**src/rtl/ifm_row_loader_if.sv**
```systemverilog
// rtl/ifm_row_loader_if.sv - tile-word stream handshake bundle for ifm_row_loader
interface ifm_row_loader_if #(
  parameter int W_DATA = 32
);
  logic [W_DATA-1:0] s_data;
  logic              s_valid;
  logic              s_ready;

  modport master (output s_data, output s_valid, input s_ready);
  modport slave  (input s_data, input s_valid, output s_ready);
endinterface

```
**src/rtl/ifm_row_loader.sv**
```systemverilog
// rtl/ifm_row_loader.sv - writes IFM tile rows into a ring of row buffers; IFM_ROW_LOADER_STALL_CNT_EN adds o_stall_cnt
module ifm_row_loader #(
  parameter int W_SIZE      = 8,
  parameter int W_CHANNEL   = 6,
  parameter int IFM_BUF_CNT = 4,
  parameter int W_IFM_BUF   = 2,
  parameter int W_DATA      = 32,
  parameter int W_ADDR      = 12
) (
  input  logic                   clk,
  input  logic                   rst,
  input  logic                   q_start,
  input  logic [W_SIZE-1:0]      q_width,
  input  logic [W_SIZE-1:0]      q_height,
  input  logic [W_CHANNEL-1:0]   q_channel,
  ifm_row_loader_if.slave        s_axis,
  input  logic                   i_row_release,
  output logic [IFM_BUF_CNT-1:0] o_buf_we,
  output logic [W_ADDR-1:0]      o_buf_addr,
  output logic [W_DATA-1:0]      o_buf_wdata,
  output logic [IFM_BUF_CNT-1:0] o_ifm_buf_done,
  output logic                   o_load_done
`ifdef IFM_ROW_LOADER_STALL_CNT_EN
  ,
  output logic [31:0]            o_stall_cnt
`endif
);

  localparam logic [1:0] S_IDLE  = 2'd0;
  localparam logic [1:0] S_FILL  = 2'd1;
  localparam logic [1:0] S_WAIT  = 2'd2;
  localparam logic [1:0] S_FLUSH = 2'd3;

  localparam int W_LIM = W_ADDR + 1;
  localparam logic [W_IFM_BUF:0]     OCC_FULL = (W_IFM_BUF + 1)'(IFM_BUF_CNT);
  localparam logic [IFM_BUF_CNT-1:0] BUF_ONE  = {{(IFM_BUF_CNT - 1){1'b0}}, 1'b1};

  logic [1:0]             state_q, state_d;
  logic [W_LIM-1:0]       row_lim_q, row_lim_d;
  logic [W_SIZE-1:0]      height_m1_q, height_m1_d;
  logic [W_ADDR-1:0]      word_q, word_d;
  logic [W_SIZE-1:0]      row_q, row_d;
  logic [W_IFM_BUF-1:0]   wptr_q, wptr_d;
  logic [W_IFM_BUF-1:0]   rptr_q, rptr_d;
  logic [W_IFM_BUF:0]     occ_q, occ_d;
  logic [IFM_BUF_CNT-1:0] done_q, done_d;
  logic                   ready_q, ready_d;
  logic [IFM_BUF_CNT-1:0] we_q, we_d;
  logic [W_ADDR-1:0]      addr_q, addr_d;
  logic [W_DATA-1:0]      wdata_q, wdata_d;
  logic                   last_q, last_d;
  logic                   load_done_q, load_done_d;

  logic [W_LIM-1:0] row_lim_in;
  logic             hs, alloc, rel, last_word, last_row;

  // Address equals the in-row word index because the stream is channel-fastest.
  assign row_lim_in = W_LIM'(q_width) * W_LIM'(q_channel) - W_LIM'(1);
  assign hs         = (state_q == S_FILL) && s_axis.s_valid;
  assign alloc      = hs && (word_q == '0);
  assign rel        = i_row_release && (occ_q != '0);
  assign last_word  = ({1'b0, word_q} == row_lim_q);
  assign last_row   = (row_q == height_m1_q);

  always_comb begin
    state_d     = state_q;
    row_lim_d   = row_lim_q;
    height_m1_d = height_m1_q;
    word_d      = word_q;
    row_d       = row_q;
    wptr_d      = wptr_q;
    rptr_d      = rptr_q;
    occ_d       = occ_q;
    done_d      = done_q;
    addr_d      = addr_q;
    wdata_d     = wdata_q;
    we_d        = '0;
    last_d      = 1'b0;
    load_done_d = 1'b0;

    case ({alloc, rel})
      2'b10:   occ_d = occ_q + 1'b1;
      2'b01:   occ_d = occ_q - 1'b1;
      default: occ_d = occ_q;
    endcase

    if (rel) begin
      done_d[rptr_q] = 1'b0;
      rptr_d         = rptr_q + 1'b1;
    end
    // Commit of a row's final word sets its done bit after any same-cycle clear.
    if (last_q) begin
      done_d = done_d | we_q;
    end

    case (state_q)
      S_IDLE: begin
        if (q_start) begin
          state_d     = S_FILL;
          row_lim_d   = row_lim_in;
          height_m1_d = q_height - 1'b1;
          word_d      = '0;
          row_d       = '0;
          wptr_d      = '0;
          rptr_d      = '0;
          occ_d       = '0;
          done_d      = '0;
        end
      end
      S_FILL: begin
        if (hs) begin
          we_d    = BUF_ONE << wptr_q;
          addr_d  = word_q;
          wdata_d = s_axis.s_data;
          if (last_word) begin
            last_d = 1'b1;
            word_d = '0;
            row_d  = row_q + 1'b1;
            wptr_d = wptr_q + 1'b1;
            if (last_row) begin
              state_d = S_FLUSH;
            end else if (occ_d == OCC_FULL) begin
              state_d = S_WAIT;
            end
          end else begin
            word_d = word_q + 1'b1;
          end
        end
      end
      S_WAIT: begin
        if (occ_q < OCC_FULL) begin
          state_d = S_FILL;
        end
      end
      default: begin
        // First FLUSH cycle carries the final write; done is visible on the next.
        if (we_q == '0) begin
          load_done_d = 1'b1;
          state_d     = S_IDLE;
        end
      end
    endcase

    ready_d = (state_d == S_FILL);
  end

  always_ff @(posedge clk or posedge rst) begin
    if (rst) begin
      state_q     <= S_IDLE;
      row_lim_q   <= '0;
      height_m1_q <= '0;
      word_q      <= '0;
      row_q       <= '0;
      wptr_q      <= '0;
      rptr_q      <= '0;
      occ_q       <= '0;
      done_q      <= '0;
      ready_q     <= 1'b0;
      we_q        <= '0;
      addr_q      <= '0;
      wdata_q     <= '0;
      last_q      <= 1'b0;
      load_done_q <= 1'b0;
    end else begin
      state_q     <= state_d;
      row_lim_q   <= row_lim_d;
      height_m1_q <= height_m1_d;
      word_q      <= word_d;
      row_q       <= row_d;
      wptr_q      <= wptr_d;
      rptr_q      <= rptr_d;
      occ_q       <= occ_d;
      done_q      <= done_d;
      ready_q     <= ready_d;
      we_q        <= we_d;
      addr_q      <= addr_d;
      wdata_q     <= wdata_d;
      last_q      <= last_d;
      load_done_q <= load_done_d;
    end
  end

  assign s_axis.s_ready = ready_q;
  assign o_buf_we       = we_q;
  assign o_buf_addr     = addr_q;
  assign o_buf_wdata    = wdata_q;
  assign o_ifm_buf_done = done_q;
  assign o_load_done    = load_done_q;

`ifdef IFM_ROW_LOADER_STALL_CNT_EN
  logic [31:0] stall_cnt_q, stall_cnt_d;

  always_comb begin
    stall_cnt_d = stall_cnt_q;
    if ((state_q == S_IDLE) && q_start) begin
      stall_cnt_d = '0;
    end else if (((state_q == S_WAIT) || ((state_q == S_FILL) && !s_axis.s_valid)) &&
                 (stall_cnt_q != '1)) begin
      stall_cnt_d = stall_cnt_q + 1'b1;
    end
  end

  always_ff @(posedge clk or posedge rst) begin
    if (rst) begin
      stall_cnt_q <= '0;
    end else begin
      stall_cnt_q <= stall_cnt_d;
    end
  end

  assign o_stall_cnt = stall_cnt_q;
`endif

endmodule

```
**src/flat_wrapper.sv**
```systemverilog
// flat-port wrapper written by rule: the top's interface ports become plain ports
module ifm_row_loader_flat 
#(
  parameter int W_SIZE      = 8,
  parameter int W_CHANNEL   = 6,
  parameter int IFM_BUF_CNT = 4,
  parameter int W_IFM_BUF   = 2,
  parameter int W_DATA      = 32,
  parameter int W_ADDR      = 12
)
  (clk, rst, q_start, q_width, q_height, q_channel, i_row_release, o_buf_we, o_buf_addr, o_buf_wdata, o_ifm_buf_done, o_load_done, s_axis_s_data, s_axis_s_valid, s_axis_s_ready);
  ifm_row_loader_if #(.W_DATA(W_DATA)) s_axis_i ();
  input  logic clk;
  input  logic rst;
  input  logic q_start;
  input  logic [W_SIZE-1:0] q_width;
  input  logic [W_SIZE-1:0] q_height;
  input  logic [W_CHANNEL-1:0] q_channel;
  input  logic i_row_release;
  output logic [IFM_BUF_CNT-1:0] o_buf_we;
  output logic [W_ADDR-1:0] o_buf_addr;
  output logic [W_DATA-1:0] o_buf_wdata;
  output logic [IFM_BUF_CNT-1:0] o_ifm_buf_done;
  output logic o_load_done;
  input wire logic [$bits(s_axis_i.s_data)-1:0] s_axis_s_data;
  input wire logic [$bits(s_axis_i.s_valid)-1:0] s_axis_s_valid;
  output wire logic [$bits(s_axis_i.s_ready)-1:0] s_axis_s_ready;
  assign s_axis_i.s_data = s_axis_s_data;
  assign s_axis_i.s_valid = s_axis_s_valid;
  assign s_axis_s_ready = s_axis_i.s_ready;
  ifm_row_loader #(.W_SIZE(W_SIZE), .W_CHANNEL(W_CHANNEL), .IFM_BUF_CNT(IFM_BUF_CNT), .W_IFM_BUF(W_IFM_BUF), .W_DATA(W_DATA), .W_ADDR(W_ADDR)) u_core (.clk(clk), .rst(rst), .q_start(q_start), .q_width(q_width), .q_height(q_height), .q_channel(q_channel), .s_axis(s_axis_i), .i_row_release(i_row_release), .o_buf_we(o_buf_we), .o_buf_addr(o_buf_addr), .o_buf_wdata(o_buf_wdata), .o_ifm_buf_done(o_ifm_buf_done), .o_load_done(o_load_done));
endmodule
```
**config.mk**
```make
export PLATFORM = sky130hd
export DESIGN_NAME = ifm_row_loader_flat
export DESIGN_NICKNAME = d
export VERILOG_FILES = /design/src/rtl/ifm_row_loader_if.sv /design/src/rtl/ifm_row_loader.sv /design/src/flat_wrapper.sv
export SDC_FILE = /design/constraint.sdc
export NUM_CORES = 1
export LEC_CHECK = 0
export CAP_MARGIN = 20
export CORE_AREA = 2 2 117 119
export CTS_CLUSTER_DIAMETER = 120
export CTS_CLUSTER_SIZE = 28
export DETAILED_ROUTE_END_ITERATION = 10
export DIE_AREA = 0 0 119 121
export PLACE_DENSITY = 0.75
export SLEW_MARGIN = 20
export SYNTH_ARGS = -nofsm -noshare
export SYNTH_HDL_FRONTEND = slang
export SYNTH_SLANG_ARGS = --single-unit
```
**constraint.sdc**
```tcl
create_clock -name clk -period 4.3 [get_ports clk]
set_input_delay 1.29 -clock clk [delete_from_list [all_inputs] [get_ports clk]]
set_output_delay 1.29 -clock clk [all_outputs]
set_load 0.01 [all_outputs]
```
==> summary.md <==
| Metric | Value |
|---|---|
| Status | `finished, violations left` |
| Failing checks | `setup timing` |
| Post-Route Skew | `between 6 and 7 ps` |
| Worst setup margin | `-345.8 ps` |
| Commonest register cell after synthesis | `dfrtp_1` |
| Mapped cell area | `~0.0064 mm^2` |
| Fmax | `~220 MHz` |
| Final WL | `14.44 mm` |
| Via density | `approximately 5.1` |
| # clock sinks | `105` |
| Core ar. | `0.01309 mm^2` |
| Most instantiated cells after synthesis | `199 x nand2_1, 105 x dfrtp_1, 57 x inv_1` |
| Placer congestion estimate | `roughly 0.91` |
| Met3 usage | `about 4.0%` |
| Post-synthesis sequential element count | `roughly 110` |
| Initial antenna violation count | `0` |
| Mapped Cells | `a little over 700` |
| Hold-fix buffers, CTS | `0` |
| Clock Pin Slew Worst Setup and Hold Paths | `about 60 ps` |
| Min Tclk post-route | `roughly 4600 ps` |
| IO buf count | `between 100 and 150` |
| Rows | `42` |
| CP endpoint kind | `flip-flop` |
| DR DRC count | `0` |
| Netlist cell types | `between 50 and 60` |
| Final setup vio count | `7` |
| Wire per inst | `about 14 um` |
| CP Class | `primary input to flip-flop` |
| Final HPWL DP | `10.59 mm` |
| CTS tree | `done` |
| Leakage Power | `roughly 4.2 nW` |
| # IOs | `approximately 110` |
| Mean Syn Cell Area | `about 9.1 um^2` |
| GR peak layer | `met2` |
| Die X-Extent | `between 100 and 150 um` |
| Setup crit start kind | `primary input` |
| Root Buffer | `clkbuf_16` |
| GR Util met1 | `about a quarter` |
| Mapped Nets | `840` |
| Max Cap Viol | `0` |
| Tcrit/Tclk final | `108.0%` |
| Diode count | `0` |
| Gr ovfl total | `0` |
| Max FO, Critical Path | `4` |
| Final core occ | `between 60 and 70%` |
| Area contributors post-synth | `dfrtp_1 41%, nand2_1 12%, fa_1 8.4%, ha_1 8.4%, xor2_1 3.7%` |
| Async S/R FF share, synth | `between 90% and 100%` |
| RSZ-0062 raised after global routing | `yes` |
| Hold_ws | `about 470 ps` |
| Peak supply drop | `between 0.2 and 0.25 mV` |
| Initial core utilization | `approximately half` |
| PD cells | `about 560 mW/mm^2` |
| Yosys warns | `0` |
| Final ANT Viol Nets | `0` |
| Post-synthesis sequential area ratio | `slightly above 40%` |
| All-Layer GR Usage | `between 20% and 30%` |
| Via count | `between 5000 and 6000` |
| Clk_lat worst skew | `roughly 340 ps` |
| Global-route wire length before repair | `between 20 and 25 mm` |
| Required @ worst endpoint | `4500 ps` |
| Hold crit path type | `flip-flop to flip-flop` |
| Initial drt markers | `around 320` |
| Share of layout cells above drive strength 1 | `14.84%` |
| Yosys top cell by area | `dfrtp_1` |
| Vias in the first global route | `around 5400` |
| Largest net degree at the start of global routing | `a little under 70` |
| Met2 usage | `35.99%` |
| Die height | `between 100 and 150 um` |
| CTS buffer count | `9` |
| Max Buffers Root-to-Sink | `2` |
| Fin. max-slew vios | `0` |
| Most frequent cell after synthesis | `nand2_1` |
| Hold Vio Cnt, Final | `0` |
| Synth top area share | `approximately two fifths` |
| Worst-margin pin slew | `between 700 and 800 ps` |
| Critical path arrival | `between 4000 and 5000 ps` |
| Nets | `slightly below 1000` |
| Router iterations before antenna repair | `4` |
| Area Overhead vs Synth | `35.29%` |
| Slew HR | `51.46%` |
| H-tree levels | `3` |
| Die area | `around 0.014 mm^2` |
| Number of flops mapped to enable cells by yosys | `0` |
-- report_power, final --
part | internal (mW) | switching [mW] | total [mW] | leakage (nW)
Clock | 0.588 | 0.352 | 0.939 | 0.167
Combinational | 1.27 | 1.17 | 2.45 | 2.69
Sequential | 1.27 | 0.261 | 1.53 | 1.34
Total | 3.13 | 1.79 | 4.92 | 4.20
-- path summary, 6_finish.rpt --
check / startpoint / to / slack (ps) / cells past startpoint
max: q_width[2] / u_core.row_lim_q[9] / -350 / 17
min: u_core.o_buf_wdata[9] / u_core.o_buf_wdata[9] / 470 / 2
max reg2reg: u_core.state_q[1] / u_core.s_axis.s_ready / 1270 / 12
min reg2reg: u_core.o_buf_wdata[9] / u_core.o_buf_wdata[9] / 470 / 2
max in group asynchronous: rst / u_core.o_buf_wdata[9] / 2260 / 3
min in group asynchronous: rst / u_core.o_buf_wdata[13] / 1330 / 2
-- layout by cell type (no fill, tap or decap), types with 5 or more instances in the layout --
cell type / instances
a21oi_1: 18
and2_1: 16
and2_4: 7
buf_4: 51
buf_6: 7
clkbuf_16: 9
clkdlybuf4s50_1: 100
dfrtp_1: 105
fa_1: 26
ha_1: 32
ha_4: 11
inv_1: 53
nand2_1: 198
nand3_1: 6
nand4_1: 9
nor2_1: 50
nor3_1: 8
o21ai_0: 16
o21ai_1: 5
xnor2_1: 25
xor2_1: 26
-- flip-flops by register name, indices dropped and copies added, names as in the netlist --
signal,flops
u_core.o_buf_wdata,32
u_core.row_lim_q,13
u_core.o_buf_addr,12
u_core.word_q,12
u_core.height_m1_q,8
u_core.row_q,8
u_core.o_buf_we,4
u_core.o_ifm_buf_done,4
u_core.occ_q,3
u_core.rptr_q,2
u_core.state_q,2
u_core.wptr_q,2
u_core.last_q,1
u_core.o_load_done,1
u_core.s_axis.s_ready,1
-- logic make-up after synthesis --
group | Yosys count | synth area share [%]
compound gates | 69 | 6.514
mux | 4 | 0.6611
buf+inv | 83 | 5.114
xor+xnor | 53 | 7.428
flops | 105 | 40.83
simple gates | 327 | 22.69
fa+ha+maj | 70 | 16.76
-- through the flow --
stage,area (um^2),total power [mW],setup TNS (ps),cells,setup slack [ps]
5_1_grt,8706,5.269,-2824,1045,-549.9
3_5_place_dp,8118,3.750,-9070,1019,-1235
4_1_cts,8633,4.822,-1538,1043,-353.7
3_3_place_gp,8118,3.649,-8083,1019,-1100
6_report,8706,4.917,-1716,1045,-345.8
2_1_floorplan,6525,2.961,-1985,711,-422.7
-- routing by layer --
layer	routed length [um]	vias to the layer above
li1	-	2587
met1	6385	2515
met2	7108	155
met3	647	26
met4	295	0
met5	0	-
-- final cells by class --
class / instances / area (um^2)
timing repair buffer: 168 / 1563
multi-input combinational: 523 / 3734
clock buffer: 12 / 246.5
sequential: 105 / 2628
fill: 953 / 4379
inverter: 57 / 216.5
clock inverter: 4 / 98.84
tap: 176 / 220.2
-- critical path: stages --
cell      delay (ps)
buf_8            100
and2_4           150
fa_1             540
inv_1             50
fa_1             470
inv_1             50
fa_1             470
inv_1             50
fa_1             490
inv_2             50
ha_4             230
nand3_2           60
o211ai_1         130
o41ai_2          350
buf_4            180
xor2_2           120
o21ai_1           70
-- what timing repair did --
item                       CTS  global route
pin swaps                   32            13
resized for setup           68            10
setup endpoints to repair    9             8
buffers inserted             8             2
(Power assumes the default switching activity.)
==> RTL change 1 (same flow settings) <==
`W_CHANNEL` is set to 6 in 2 places; all go to 4.
--- a/src/rtl/ifm_row_loader.sv
+++ b/src/rtl/ifm_row_loader.sv
@@ -1,7 +1,7 @@
 // rtl/ifm_row_loader.sv - writes IFM tile rows into a ring of row buffers; IFM_ROW_LOADER_STALL_CNT_EN adds o_stall_cnt
 module ifm_row_loader #(
   parameter int W_SIZE      = 8,
-  parameter int W_CHANNEL   = 6,
+  parameter int W_CHANNEL   = 4,
   parameter int IFM_BUF_CNT = 4,
   parameter int W_IFM_BUF   = 2,
   parameter int W_DATA      = 32,
--- a/src/flat_wrapper.sv
+++ b/src/flat_wrapper.sv
@@ -2,7 +2,7 @@
 module ifm_row_loader_flat 
 #(
   parameter int W_SIZE      = 8,
-  parameter int W_CHANNEL   = 6,
+  parameter int W_CHANNEL   = 4,
   parameter int IFM_BUF_CNT = 4,
   parameter int W_IFM_BUF   = 2,
   parameter int W_DATA      = 32,
Interface: changed (resized q_channel); port bits go from 113 to 111. The function was not compared with the original's and may differ.
==> RTL change 1 against the original RTL <==
  * Count of clock-buffer cells in the layout unchanged
  * Total power down 26%
  * Wire length down 13%
  * Design area down 10%
  * Register-to-register slack better by 0.07 ns
  * Area after synthesis down 8.9%
  * Global-route usage down 3.0 points
  * Sequential cell count unchanged
  * Sequential share of layout area up 3.5 points
  * Setup slack better by 0.46 ns
  * Critical endpoint is now u_core.row_lim_q[12]
==> RTL change 1: results (changes against the original RTL) <==
PWR
--------------------------------------------------------------------------------------
Peak supply drop                                                              0.231 mV   -3.3%
Leakage component of the power                                                 3.56 nW   -15%

PLACEMENT
--------------------------------------------------------------------------------------
Global placer's final weighted congestion                                        0.850   -6.2%
HPWL after detailed placement                                                  9.40 mm   -11%
I/O Buffers                                                                        110   -1.8%

GRT
--------------------------------------------------------------------------------------
Remaining Overflow, GRT                                                              0   unchanged
Overall Global Routing Usage                                                     17.9%   -3.0 points
Routing usage on met2                                                            29.5%   -6.5 points
Largest net degree at the start of global routing                                   64   -7.2%
Global-route met3 utilization                                                    4.09%   +0.047 points
Via count of the first global-routing pass                                        4451   -18%
Global-route wire length before repair                                         21.0 mm   -15%
Global-route track usage on met1                                                 23.3%   -3.3 points

SYNTHESIS
--------------------------------------------------------------------------------------
List of most frequent post-synthesis cells                                sky130_fd_sc_hd__dfrtp_1, sky130_fd_sc_hd__nand2_1, sky130_fd_sc_hd__mux2_2
Mapped Nets                                                                        676   -20%
Part of the Yosys area used for sequential elements                              44.8%   +4.0 points
Number of distinct standard cells referenced by the synthesized netlist             46   -13%
Cells taking the most area after synthesis                                sky130_fd_sc_hd__dfrtp_1, sky130_fd_sc_hd__ha_1, sky130_fd_sc_hd__mux2_2
Async set-or-reset flop fraction in the synthesized netlist                       100%   unchanged

CELLS AND AREA
--------------------------------------------------------------------------------------
Fillers                                                                           1054   +11%
Net count reported at finish                                                       807   -19%
Fraction of standard cell area in multi-input logic                              40.0%   -2.9 points
Multi-input comb cells                                                             404   -23%
Fraction of area in registers                                                    33.7%   +3.5 points
Layout non-clock buf frac                                                        17.6%   -0.32 points
Non-CTS buffers                                                                    143   -15%
Share of cells above drive strength 1                                            15.6%   +0.80 points
Layout clock area frac                                                           4.14%   +0.17 points

STATUS
--------------------------------------------------------------------------------------
Result of the run                                                         finished, final reports clean

WORST SETUP PATH
--------------------------------------------------------------------------------------
End of the worst register-to-register path                                u_core.s_axis.s_ready
Cell at the slowest stage of the critical path                            sky130_fd_sc_hd__fa_1
Worst-path maximum fanout                                                            3   -1
Depth of the worst register-to-register path                                        11   -1
Setup slack of the worst register-to-register path                             1.34 ns   +0.07 ns
Slowest Stage Delay on Critical Path                                           0.56 ns   +0.02 ns
Required time of the critical path                                             4.51 ns   about the same

TIMING
--------------------------------------------------------------------------------------
Setup violations, final                                                              0   -7
Final setup skew                                                            0.00491 ns   -0.00134 ns
Slew of the pin with the lowest slew margin                                   0.761 ns   +0.0350 ns

ROUTE
--------------------------------------------------------------------------------------
Met2 Routed Length                                                             5.92 mm   -17%
Wirelength per Cell                                                            14.2 um   +3.1%
Metal-1 WL                                                                     5.69 mm   -11%
Initial DRC Count                                                                  264   -16%
Drt via density                                                                   5.16   +2.2%
Met3 wirelength from detailed routing                                           728 um   +13%

HOLD PATH
--------------------------------------------------------------------------------------
Origin of the worst min-delay path                                        u_core.o_buf_addr[1]
Hold EP                                                                   u_core.o_buf_addr[1]

RTL change 1: how the worst max path moves through the flow:
stage | to | slack (ns) | from | depth (start not counted)
after CTS | u_core.row_lim_q[10] | 0.002 | q_channel[2] | 13
after detailed placement | u_core.row_lim_q[12] | -0.50 | q_width[0] | 13
after global routing | u_core.row_lim_q[12] | 0.02 | q_width[2] | 13
after global placement | u_core.row_lim_q[12] | -0.43 | q_channel[3] | 13
after floorplan | u_core.row_lim_q[12] | 0.04 | q_channel[3] | 13
final | u_core.row_lim_q[12] | 0.11 | q_width[2] | 13
RTL change 1: per-stage QoR:
stage / hold WS [ns] / cells / worst slack (ns) / cell area, sq um
finish: 0.483 / 879 / 0.112 / 7800
detailed placement: 0.474 / 862 / -0.498 / 7350
global route: 0.520 / 879 / 0.0218 / 7800
floorplan: 0.451 / 567 / 0.0415 / 5870
global placement: 0.467 / 862 / -0.430 / 7350
CTS: 0.492 / 878 / 0.00234 / 7690
RTL change 1: worst max-delay path, delay by kind of cell:
family          cells  cell delay [ns]
compound gates      5             0.94
fa+ha+maj           3             1.24
buf+inv             3             0.67
xor+xnor            1             0.18
simple gates        1             0.08
RTL change 1: cells by family after synthesis:
family / count (synthesis) / synth area share, %
compound gates: 90 / 9.10
xor+xnor: 45 / 6.73
fa+ha+maj: 52 / 12.9
buf+inv: 58 / 3.97
flops: 105 / 44.8
mux: 43 / 8.22
simple gates: 174 / 14.2
RTL change 1: what timing repair did:
action	in CTS	in global routing
resized for setup	5	19
endpoints found under the setup margin	6	6
pin swaps	2	10
endpoints found under the hold margin	0	0
setup buffers	0	1
RTL change 1: power breakdown:
part / internal, mW / switching (mW) / total [mW]
registers: 1.22 / 0.216 / 1.43
clock network: 0.527 / 0.349 / 0.877
logic: 0.699 / 0.625 / 1.32
==> RTL change 2 (same flow settings) <==
Without the edit above. `word_q` no longer has a reset.
--- a/src/rtl/ifm_row_loader.sv
+++ b/src/rtl/ifm_row_loader.sv
@@ -149,7 +149,6 @@
       state_q     <= S_IDLE;
       row_lim_q   <= '0;
       height_m1_q <= '0;
-      word_q      <= '0;
       row_q       <= '0;
       wptr_q      <= '0;
       rptr_q      <= '0;
@@ -165,7 +164,6 @@
       state_q     <= state_d;
       row_lim_q   <= row_lim_d;
       height_m1_q <= height_m1_d;
-      word_q      <= word_d;
       row_q       <= row_d;
       wptr_q      <= wptr_d;
       rptr_q      <= rptr_d;
@@ -180,6 +178,10 @@
     end
   end
 
+  always_ff @(posedge clk) begin
+    word_q <= word_d;
+  end
+
   assign s_axis.s_ready = ready_q;
   assign o_buf_we       = we_q;
   assign o_buf_addr     = addr_q;
Function: no difference found for any inputs over 4 cycles, from zero or initial values and one cycle with rst high; that may be too few to reach the edited logic, so the function may still have changed.
==> RTL change 2 against the original RTL <==
  * The flow still finishes with violations (setup timing)
  * Sequential power shrank 16%
  * Clock power is 17% lower
  * Design area is 1.1% higher
  * Cell count down 6.8%
  * Wire length grew 0.69%
  * Critical path depth is 3 lower
  * Area after synthesis up 3.5%
  * Global-route usage is 0.59 points higher
  * Setup slack got worse by 0.084 ns
  * Sequential cell count stayed put
  * Total power is 19% lower
==> RTL change 2: results (changes against the original RTL) <==
SYNTHESIS
--------------------------------------------------------------------------------------
List of most frequent post-synthesis cells                                sky130_fd_sc_hd__dfrtp_1, sky130_fd_sc_hd__nand2_1, sky130_fd_sc_hd__inv_1
Count of flip-flops with a built-in enable after synthesis                          12   +12
Part of the Yosys area used for sequential elements                              40.4%   -0.48 points
Async set-or-reset flop fraction in the synthesized netlist                      88.6%   -11 points
Syn avg cell area                                                           10.5 sq um   +16%
Number of distinct standard cells referenced by the synthesized netlist             59   +11%

ROUTE
--------------------------------------------------------------------------------------
Count of TritonRoute iterations in the first routing pass                            5   +1
Wirelength per Cell                                                            14.9 um   +8.0%
Initial DRC Count                                                                  278   -12%

GRT
--------------------------------------------------------------------------------------
Via count of the first global-routing pass                                        5241   -2.9%
Overall Global Routing Usage                                                     21.5%   +0.59 points

TIMING
--------------------------------------------------------------------------------------
Setup violations, final                                                              8   +1
Crit path setup slack, layout                                                -0.430 ns   -0.0841 ns
Setup TNS                                                                     -1.82 ns   -0.105 ns
Rel. slew slack                                                                  45.3%   -6.1 points
Final setup skew                                                            0.00893 ns   +0.00269 ns

PWR
--------------------------------------------------------------------------------------
Peak supply drop                                                              0.231 mV   -3.1%
Leakage component of the power                                                 3.99 nW   -5.0%
Switching power                                                                1.42 mW   -21%

PLACEMENT
--------------------------------------------------------------------------------------
Global placer's final weighted congestion                                        0.836   -7.8%
Number of placed cells counting well taps                                          950   -6.8%
HPWL after detailed placement                                                  11.3 mm   +7.1%
Place WS                                                                      -1.27 ns   -0.0302 ns

CELLS AND AREA
--------------------------------------------------------------------------------------
Non-CTS buffers                                                                    172   +2.4%
Inverters excl. clock                                                               59   +3.5%
Share of cells above drive strength 1                                            21.8%   +7.0 points
Net count reported at finish                                                       922   -7.2%
Non-filler instance count after layout                                             974   -6.8%
Fraction of area in registers                                                    30.5%   +0.34 points
Layout clock area frac                                                           3.14%   -0.83 points
Fillers                                                                            971   +1.9%
Area occupied by multi-input gates                                          3810 sq um   +2.0%
Layout non-clock buf frac                                                        18.1%   +0.12 points
Multi-input comb cells                                                             446   -15%

WORST SETUP PATH
--------------------------------------------------------------------------------------
Endpoint arrival time on the critical path                                     5.00 ns   +0.15 ns
Worst-path maximum fanout                                                            5   +1

CLOCK TREE
--------------------------------------------------------------------------------------
Resized Gates After CTS                                                             72   +5.9%
Buffers inserted by post-CTS timing repair                                           6   -2

STATUS
--------------------------------------------------------------------------------------
Result of the run                                                         complete, but fails checks
Violations in the final reports                                           setup timing

RTL change 2: changes by cell type after synthesis, sizes merged, moves of 7 or more:
cell and change:
edfxtp +12, mux2 +41, nor2 -15, dfrtp -12, nand2 -125, buf +7
and3 +14, clkbuf -10
RTL change 2: power groups by stage:
stage / sequential [mW] / combinational [mW] / clock [mW]
final: 1.28 / 1.92 / 0.778
after global routing: 1.30 / 2.13 / 0.838
after CTS: 1.28 / 1.87 / 0.801
after detailed placement: 1.30 / 1.70 / 0
after global placement: 1.29 / 1.65 / 0
after floorplan: 1.29 / 1.07 / 0
RTL change 2: per-layer routing:
layer / track usage [%] / wire [um] / vias to the layer above
met5: 0 / 0 / -
met4: 5.06 / 250 / 0
met3: 4.65 / 656 / 28
met2: 38.3 / 7470 / 139
met1: 26.8 / 6160 / 2519
li1: - / - / 2461
RTL change 2: path summary, 6_finish.rpt:
kind                                    endpoint  slack (ns)  cells after the start            startpoint
setup / recovery            u_core.row_lim_q[12]       -0.43                     14          q_channel[1]
hold / removal              u_core.o_buf_addr[0]        0.49                      2  u_core.o_buf_addr[0]
setup reg to reg           u_core.s_axis.s_ready        1.13                     12     u_core.state_q[0]
hold reg to reg             u_core.o_buf_addr[0]        0.49                      2  u_core.o_buf_addr[0]
max in group asynchronous       u_core.rptr_q[0]        2.18                      3                   rst
min in group asynchronous   u_core.o_buf_addr[9]        1.40                      2                   rst
RTL change 2: cells by family after synthesis:
family                   count (synthesis)  synth area share (%)
multiplexers                            50                  8.32
AO/OA/AOI/OAI                           80                  8.04
flip-flops                             105                  40.4
adder cells (fa/ha/maj)                 70                  16.2
AND/OR/NAND/NOR                        200                  15.7
buffers and inverters                   82                  5.13
XOR/XNOR                                46                  6.27
